==> src/rtl/pipe_stall_ctrl.sv <==
// Pipeline interlock: load-use and mult/div hazard stalls, branch flush,
// mult/div busy sequencer and saturating stall-cycle counter.
module pipe_stall_ctrl #(
    parameter int MULT_CYCLES = 4,
    parameter int DIV_CYCLES  = 32,
    parameter int CNT_W       = 6,
    parameter int STALLCNT_W  = 16
) (
    input  logic                  clk,
    input  logic                  reset,
    input  logic                  IDEX_MemRead,
    input  logic [4:0]            IDEX_RegisterRt,
    input  logic [4:0]            IFID_RegisterRs,
    input  logic [4:0]            IFID_RegisterRt,
    input  logic                  IFID_MemWrite,
    input  logic                  IFID_ReadsHiLo,
    input  logic                  IFID_IsMD,
    input  logic                  MD_Start,
    input  logic                  MD_IsDiv,
    input  logic                  Branch_Taken,
    output logic                  PCWrite,
    output logic                  IFID_Write,
    output logic                  IDEX_Bubble,
    output logic                  IFID_Flush,
    output logic                  MD_Busy,
    output logic                  MD_Done,
    output logic [STALLCNT_W-1:0] Stall_Count
);

    typedef enum logic {
        S_IDLE,
        S_RUN
    } state_t;

    localparam logic [CNT_W-1:0] MULT_LD = CNT_W'(MULT_CYCLES - 1);
    localparam logic [CNT_W-1:0] DIV_LD  = CNT_W'(DIV_CYCLES - 1);

    state_t                r_state;
    logic [CNT_W-1:0]      r_cnt;
    logic                  r_busy;
    logic                  r_done;
    logic [STALLCNT_W-1:0] r_stall_cnt;

    logic w_rt_hit;
    logic w_load_use;
    logic w_md_haz;
    logic w_stall;

    // A store of the loaded register is covered by mem-to-mem forwarding.
    assign w_rt_hit   = (IDEX_RegisterRt == IFID_RegisterRt) && !IFID_MemWrite;
    assign w_load_use = IDEX_MemRead && (IDEX_RegisterRt != 5'd0) &&
                        ((IDEX_RegisterRt == IFID_RegisterRs) || w_rt_hit);
    assign w_md_haz   = r_busy && (IFID_ReadsHiLo || IFID_IsMD);
    assign w_stall    = (w_load_use || w_md_haz) && !Branch_Taken;

    assign PCWrite     = !w_stall;
    assign IFID_Write  = !w_stall;
    assign IDEX_Bubble = w_stall || Branch_Taken;
    assign IFID_Flush  = Branch_Taken;

    assign MD_Busy     = r_busy;
    assign MD_Done     = r_done;
    assign Stall_Count = r_stall_cnt;

    always_ff @(posedge clk or posedge reset) begin
        if (reset) begin
            r_state <= S_IDLE;
            r_cnt   <= '0;
            r_busy  <= 1'b0;
            r_done  <= 1'b0;
        end else begin
            r_done <= 1'b0;
            unique case (r_state)
                S_IDLE: begin
                    if (MD_Start) begin
                        r_state <= S_RUN;
                        r_busy  <= 1'b1;
                        r_cnt   <= MD_IsDiv ? DIV_LD : MULT_LD;
                    end
                end
                S_RUN: begin
                    if (r_cnt == '0) begin
                        r_state <= S_IDLE;
                        r_busy  <= 1'b0;
                        r_done  <= 1'b1;
                    end else begin
                        r_cnt <= r_cnt - CNT_W'(1);
                    end
                end
            endcase
        end
    end

    always_ff @(posedge clk or posedge reset) begin
        if (reset) begin
            r_stall_cnt <= '0;
        end else if (w_stall && (r_stall_cnt != '1)) begin
            r_stall_cnt <= r_stall_cnt + STALLCNT_W'(1);
        end
    end

endmodule

==> config.mk <==
export PLATFORM = sky130hd
export DESIGN_NAME = pipe_stall_ctrl
export DESIGN_NICKNAME = d
export VERILOG_FILES = /design/src/rtl/pipe_stall_ctrl.sv
export SDC_FILE = /design/constraint.sdc
export NUM_CORES = 1
export LEC_CHECK = 0
export ABC_AREA = 1
export CAP_MARGIN = 0
export CORE_MARGIN = 5
export CORE_UTILIZATION = 48
export DETAILED_ROUTE_END_ITERATION = 6
export PLACE_DENSITY = 0.9
export SYNTH_ARGS = -nofsm -noshare
export SYNTH_HDL_FRONTEND = slang
export SYNTH_SLANG_ARGS = --single-unit
==> constraint.sdc <==
create_clock -name clk -period 2.4 [get_ports clk]
set_clock_uncertainty 0.15 [all_clocks]
set_input_delay 0.48 -clock clk [delete_from_list [all_inputs] [get_ports clk]]
set_output_delay 0.48 -clock clk [all_outputs]
set_load 0.005 [all_outputs]
==> impl_metrics.prom <==
# TYPE chip_impl_metric gauge
chip_impl_info{name="result_of_the_run",value="complete, no violations"} 1
chip_impl_metric{name="power_report.internal_total",unit="mW"} 0.6598
chip_impl_info{name="crit_type",value="primary input to output pin"} 1
chip_impl_info{name="critPathCaptureType",value="output pin"} 1
chip_impl_metric{name="first_global_vias",unit=""} 1696
chip_impl_metric{name="first_iter_violations",unit=""} 117
chip_impl_metric{name="regToRegSetupSlack",unit="ns"} 0.46
chip_impl_metric{name="layout_min_cycle_time",unit="ns"} 2.295
chip_impl_info{name="crit_path_top_delay_cell",value="sky130_fd_sc_hd__clkdlybuf4s50_1"} 1
chip_impl_info{name="worst_setup_path_start_kind",value="primary input"} 1
chip_impl_metric{name="timing.final.max_slew_violations",unit=""} 0
chip_impl_metric{name="crit_path_max_fanout",unit=""} 2
chip_impl_info{name="hold_class",value="primary input to asynchronous set/reset pin"} 1
chip_impl_metric{name="post_drt_via_cell_ratio",unit=""} 5.098
chip_impl_metric{name="cts_max_level",unit=""} 1
chip_impl_metric{name="synth_cell_type_count",unit=""} 25
chip_impl_metric{name="slowest_delay",unit="ns"} 0.48
chip_impl_info{name="synth_top_family_by_area",value="simple AND/OR/NAND/NOR gates"} 1
chip_impl_info{name="clock_root_buffer",value="sky130_fd_sc_hd__clkbuf_4"} 1
chip_impl_metric{name="mappedNetlistNets",unit=""} 278
chip_impl_info{name="synth_top_cell_by_area",value="sky130_fd_sc_hd__dfrtp_1"} 1
chip_impl_metric{name="synth_compound_gate_area_share",unit="%"} 3.666
chip_impl_metric{name="dieWidth",unit="um"} 70.22
chip_impl_info{name="worstReg2RegStart",value="Stall_Count[0]"} 1
chip_impl_metric{name="antenna_diode_instance_count",unit=""} 0
chip_impl_metric{name="synth.mux.area_fraction",unit="%"} 0
chip_impl_metric{name="totalWireLength",unit="mm"} 4.286
chip_impl_metric{name="timing.critical_path.arrival",unit="ns"} 1.67
chip_impl_metric{name="drtAntennaViolNets",unit=""} 0
chip_impl_metric{name="seq_area_frac_synth",unit="%"} 35.95
chip_impl_metric{name="final-hold-violation-count",unit=""} 0
chip_impl_metric{name="synth_xor_area_share",unit="%"} 6.039
chip_impl_metric{name="post_synthesis_share_of_cell_area_spent_on_and_or_nand_and_nor_gates",unit="%"} 40.47
chip_impl_info{name="tritoncts",value="built"} 1
chip_impl_metric{name="worst_r2r_path_depth",unit=""} 9
chip_impl_metric{name="worstSkewPairLatency",unit="ns"} 0.32
chip_impl_metric{name="die_area",unit="sq mm"} 0.004930
chip_impl_metric{name="max-vdd-ir-drop",unit="uV"} 241.0
chip_impl_metric{name="total_number_of_vias",unit=""} 1769
chip_impl_metric{name="globalRouteTotalUtil",unit="%"} 17.91
chip_impl_metric{name="placement.io_buffers",unit=""} 45
chip_impl_metric{name="grt-ovfl-total",unit=""} 0
chip_impl_metric{name="pin_count",unit=""} 46
chip_impl_metric{name="drt_pre_antenna_iters",unit=""} 4
chip_impl_metric{name="grt_antenna_before_repair",unit=""} 0
chip_impl_metric{name="syn-mean-instance-area",unit="sq um"} 6.934
chip_impl_metric{name="post_synth_fa_ha_maj_area_fraction",unit="%"} 2.157
chip_impl_metric{name="yosys_warnings",unit=""} 0
chip_impl_metric{name="rows",unit=""} 21
chip_impl_metric{name="synth.ff_latch_count",unit=""} 25
chip_impl_metric{name="worstPathRequired",unit="ns"} 1.77
chip_impl_metric{name="die_y",unit="um"} 70.22
chip_impl_metric{name="min_period_over_period",unit="%"} 95.64
chip_impl_metric{name="drive_above_1_share",unit="%"} 10.30
chip_impl_metric{name="clkSinkCount",unit=""} 25
chip_impl_metric{name="power-per-cell-area",unit="mW/mm^2"} 419.0
chip_impl_metric{name="postSynthCellCount",unit=""} 251
chip_impl_metric{name="sw_share",unit="%"} 30.66
chip_impl_metric{name="worst_setup_hold_path_clk_slew",unit="ns"} 0.14
chip_impl_info{name="crit_chain",value="clkdlybuf4s50_1, inv_1, nand2_1, nand2_1, nor2_1, nand3_1, nand2_1, nand2_2, nand2_2, nand2_2, buf_2"} 1
chip_impl_metric{name="drv.max_cap_violation_count",unit=""} 0
chip_impl_metric{name="grt_max_degree",unit=""} 26
chip_impl_metric{name="worst-slew-pin-transition",unit="ns"} 0.4436
chip_impl_metric{name="cts.hold.buffers_added",unit=""} 0
chip_impl_metric{name="maximum_clock_frequency",unit="GHz"} 0.4356
chip_impl_metric{name="post-dp-hpwl",unit="mm"} 3.319
chip_impl_metric{name="share_seq_of_total_power",unit="%"} 52.4
chip_impl_metric{name="syn-cell-area",unit="sq mm"} 0.001740
chip_impl_metric{name="areaGrowthSynthToFinish",unit="%"} 30.48
chip_impl_metric{name="total_power",unit="mW"} 0.9516
chip_impl_metric{name="setup-violations-final",unit=""} 0
chip_impl_metric{name="global_route_wire_length_before_repair",unit="mm"} 7.348
chip_impl_metric{name="maxSlewHeadroom",unit="%"} 70.20
chip_impl_metric{name="floorplan.initialDensity",unit="%"} 50.95
chip_impl_metric{name="post-route-drc-count",unit=""} 0
chip_impl_info{name="cp_top_family",value="buffers and inverters"} 1
chip_impl_metric{name="cts_max_path_buffers",unit=""} 2
chip_impl_metric{name="core_footprint",unit="sq mm"} 0.003416
chip_impl_metric{name="total_switching_power",unit="mW"} 0.2918
chip_impl_metric{name="cts_inserted_buffers",unit=""} 3
chip_impl_metric{name="fin_nets",unit=""} 329
chip_impl_metric{name="final_weighted_congestion_of_routability_driven_global_placement",unit=""} 0.9123
chip_impl_metric{name="power_share_of_the_clock_group",unit="%"} 19.9
chip_impl_metric{name="finish.cell_count_without_fillers",unit=""} 347
chip_impl_metric{name="synth.top_cell.area_share",unit="%"} 35.95
chip_impl_metric{name="detail_route.wl_per_cell",unit="um"} 12.35
chip_impl_metric{name="dp.cells",unit=""} 341
chip_impl_metric{name="power.static_leakage",unit="nW"} 1.136
chip_impl_metric{name="finish.utilization",unit="%"} 66.48
chip_impl_info{name="r2r_end",value="Stall_Count[1]"} 1
chip_impl_metric{name="share_comb_of_total_power",unit="%"} 27.7
chip_impl_info{name="post_synth_main_area_contributors",value="sky130_fd_sc_hd__dfrtp_1 36%, sky130_fd_sc_hd__nand2_1 19%, sky130_fd_sc_hd__nand4_1 7.5%"} 1
chip_impl_metric{name="critPathBufInv",unit=""} 3
registers in the layout, indices dropped and copies added (netlist names):
| signal | cells |
|---|---|
| Stall_Count | 16 |
| MD_Busy | 1 |
| r_state | 1 |
| MD_Done | 1 |
| r_cnt | 6 |
final cells by class:
| cell class | count | area, sq um |
|---|---|---|
| inverter | 36 | 135.1 |
| sequential | 25 | 625.6 |
| tap | 46 | 57.56 |
| clock buffer | 4 | 26.28 |
| multi-input combinational | 182 | 918.4 |
| fill | 302 | 1145 |
| timing repair buffer | 54 | 508.0 |
Yosys cell counts:
cell type                  n
sky130_fd_sc_hd__inv_1    32
sky130_fd_sc_hd__nand2_2   2
sky130_fd_sc_hd__nor2_1   21
sky130_fd_sc_hd__nand3_2   1
sky130_fd_sc_hd__buf_4     2
sky130_fd_sc_hd__dfrtp_1  25
sky130_fd_sc_hd__buf_6     4
sky130_fd_sc_hd__buf_1     1
sky130_fd_sc_hd__nor3_1    5
sky130_fd_sc_hd__ha_1      3
sky130_fd_sc_hd__nor3_2    1
sky130_fd_sc_hd__nand3_4   1
sky130_fd_sc_hd__nand2_1  87
sky130_fd_sc_hd__a31oi_1   3
sky130_fd_sc_hd__xnor2_1   4
sky130_fd_sc_hd__buf_2     1
sky130_fd_sc_hd__nand4_1  21
sky130_fd_sc_hd__nor2_2    2
sky130_fd_sc_hd__nor2_4    1
sky130_fd_sc_hd__nand3_1  12
sky130_fd_sc_hd__inv_2     4
sky130_fd_sc_hd__o21ai_0   7
sky130_fd_sc_hd__and2_4    1
sky130_fd_sc_hd__xor2_1    8
sky130_fd_sc_hd__a21oi_1   2
routing by layer:
layer / wire (um) / global-route usage (%) / vias up
met5: 0 / 0 / -
met1: 1818 / 22.21 / 823
met2: 2223 / 31.90 / 42
li1: - / - / 900
met3: 206 / 4.304 / 4
met4: 38 / 2.979 / 0
cells by family (layout without fill, tap and decap cells):
logic type,after synthesis,in the layout
DFF,25,25
buffers and inverters,44,94
adders and majority gates,3,3
and+or+nand+nor,155,155
xor gates and xnor gates,12,12
AOI/OAI and AO/OA,12,12
stage by stage:
step,TNS [ns],hold WS (ns),cell area (sq um),setup slack (ns)
after global routing,-0.01715,0.3503,2271,-0.01056
after floorplan,0,0.3077,1740,0.3774
after detailed placement,-1.844,0.3621,2232,-0.3695
after CTS,0,0.3373,2250,0.02793
after global placement,-0.8673,0.3277,2232,-0.3027
final,0,0.3336,2271,0.1045
layout by cell type (no fill, tap or decap), types with 4 or more instances in the layout:
cell type | netlist | layout
sky130_fd_sc_hd__nor3_1 | 5 | 5
sky130_fd_sc_hd__nand4_1 | 21 | 21
sky130_fd_sc_hd__o21ai_0 | 7 | 7
sky130_fd_sc_hd__dfrtp_1 | 25 | 25
sky130_fd_sc_hd__nand2_2 | 2 | 4
sky130_fd_sc_hd__dlygate4sd2_1 | 0 | 6
sky130_fd_sc_hd__inv_1 | 32 | 32
sky130_fd_sc_hd__inv_2 | 4 | 4
sky130_fd_sc_hd__nand3_1 | 12 | 12
sky130_fd_sc_hd__dlymetal6s2s_1 | 0 | 5
sky130_fd_sc_hd__nor2_1 | 21 | 20
sky130_fd_sc_hd__xnor2_1 | 4 | 4
sky130_fd_sc_hd__nand2_1 | 87 | 85
sky130_fd_sc_hd__xor2_1 | 8 | 8
sky130_fd_sc_hd__clkdlybuf4s50_1 | 0 | 31
sky130_fd_sc_hd__buf_4 | 2 | 9
tightest hold or removal path: stages:
cell,delay (ns)
sky130_fd_sc_hd__clkdlybuf4s50_1,0.40
sky130_fd_sc_hd__inv_1,0.05
sky130_fd_sc_hd__buf_4,0.30
what timing repair did:
action,CTS,global route
setup buffers,1,1
resized for setup,16,9
hold endpoints to repair,0,0
endpoints found under the setup margin,3,3
pin swaps,4,6
worst max-delay path by stage:
stage,from,slack (ns),to,cells past startpoint
floorplan,IDEX_RegisterRt[3],0.38,PCWrite,12
global placement,IDEX_RegisterRt[1],-0.30,IFID_Write,11
detailed placement,IDEX_RegisterRt[4],-0.37,IFID_Write,11
CTS,IFID_RegisterRt[4],0.03,IDEX_Bubble,10
global route,IFID_RegisterRs[0],-0.01,PCWrite,11
finish,IFID_RegisterRs[0],0.10,IFID_Write,11
power groups by stage:
stage / Sequential (mW) / Clock (mW) / Combinational, mW
5_1_grt: 0.506 / 0.217 / 0.296
4_1_cts: 0.498 / 0.197 / 0.265
2_1_floorplan: 0.500 / 0 / 0.132
3_5_place_dp: 0.506 / 0 / 0.268
3_3_place_gp: 0.504 / 0 / 0.260
6_report: 0.498 / 0.190 / 0.263
Power figures use the tool's default switching activity.
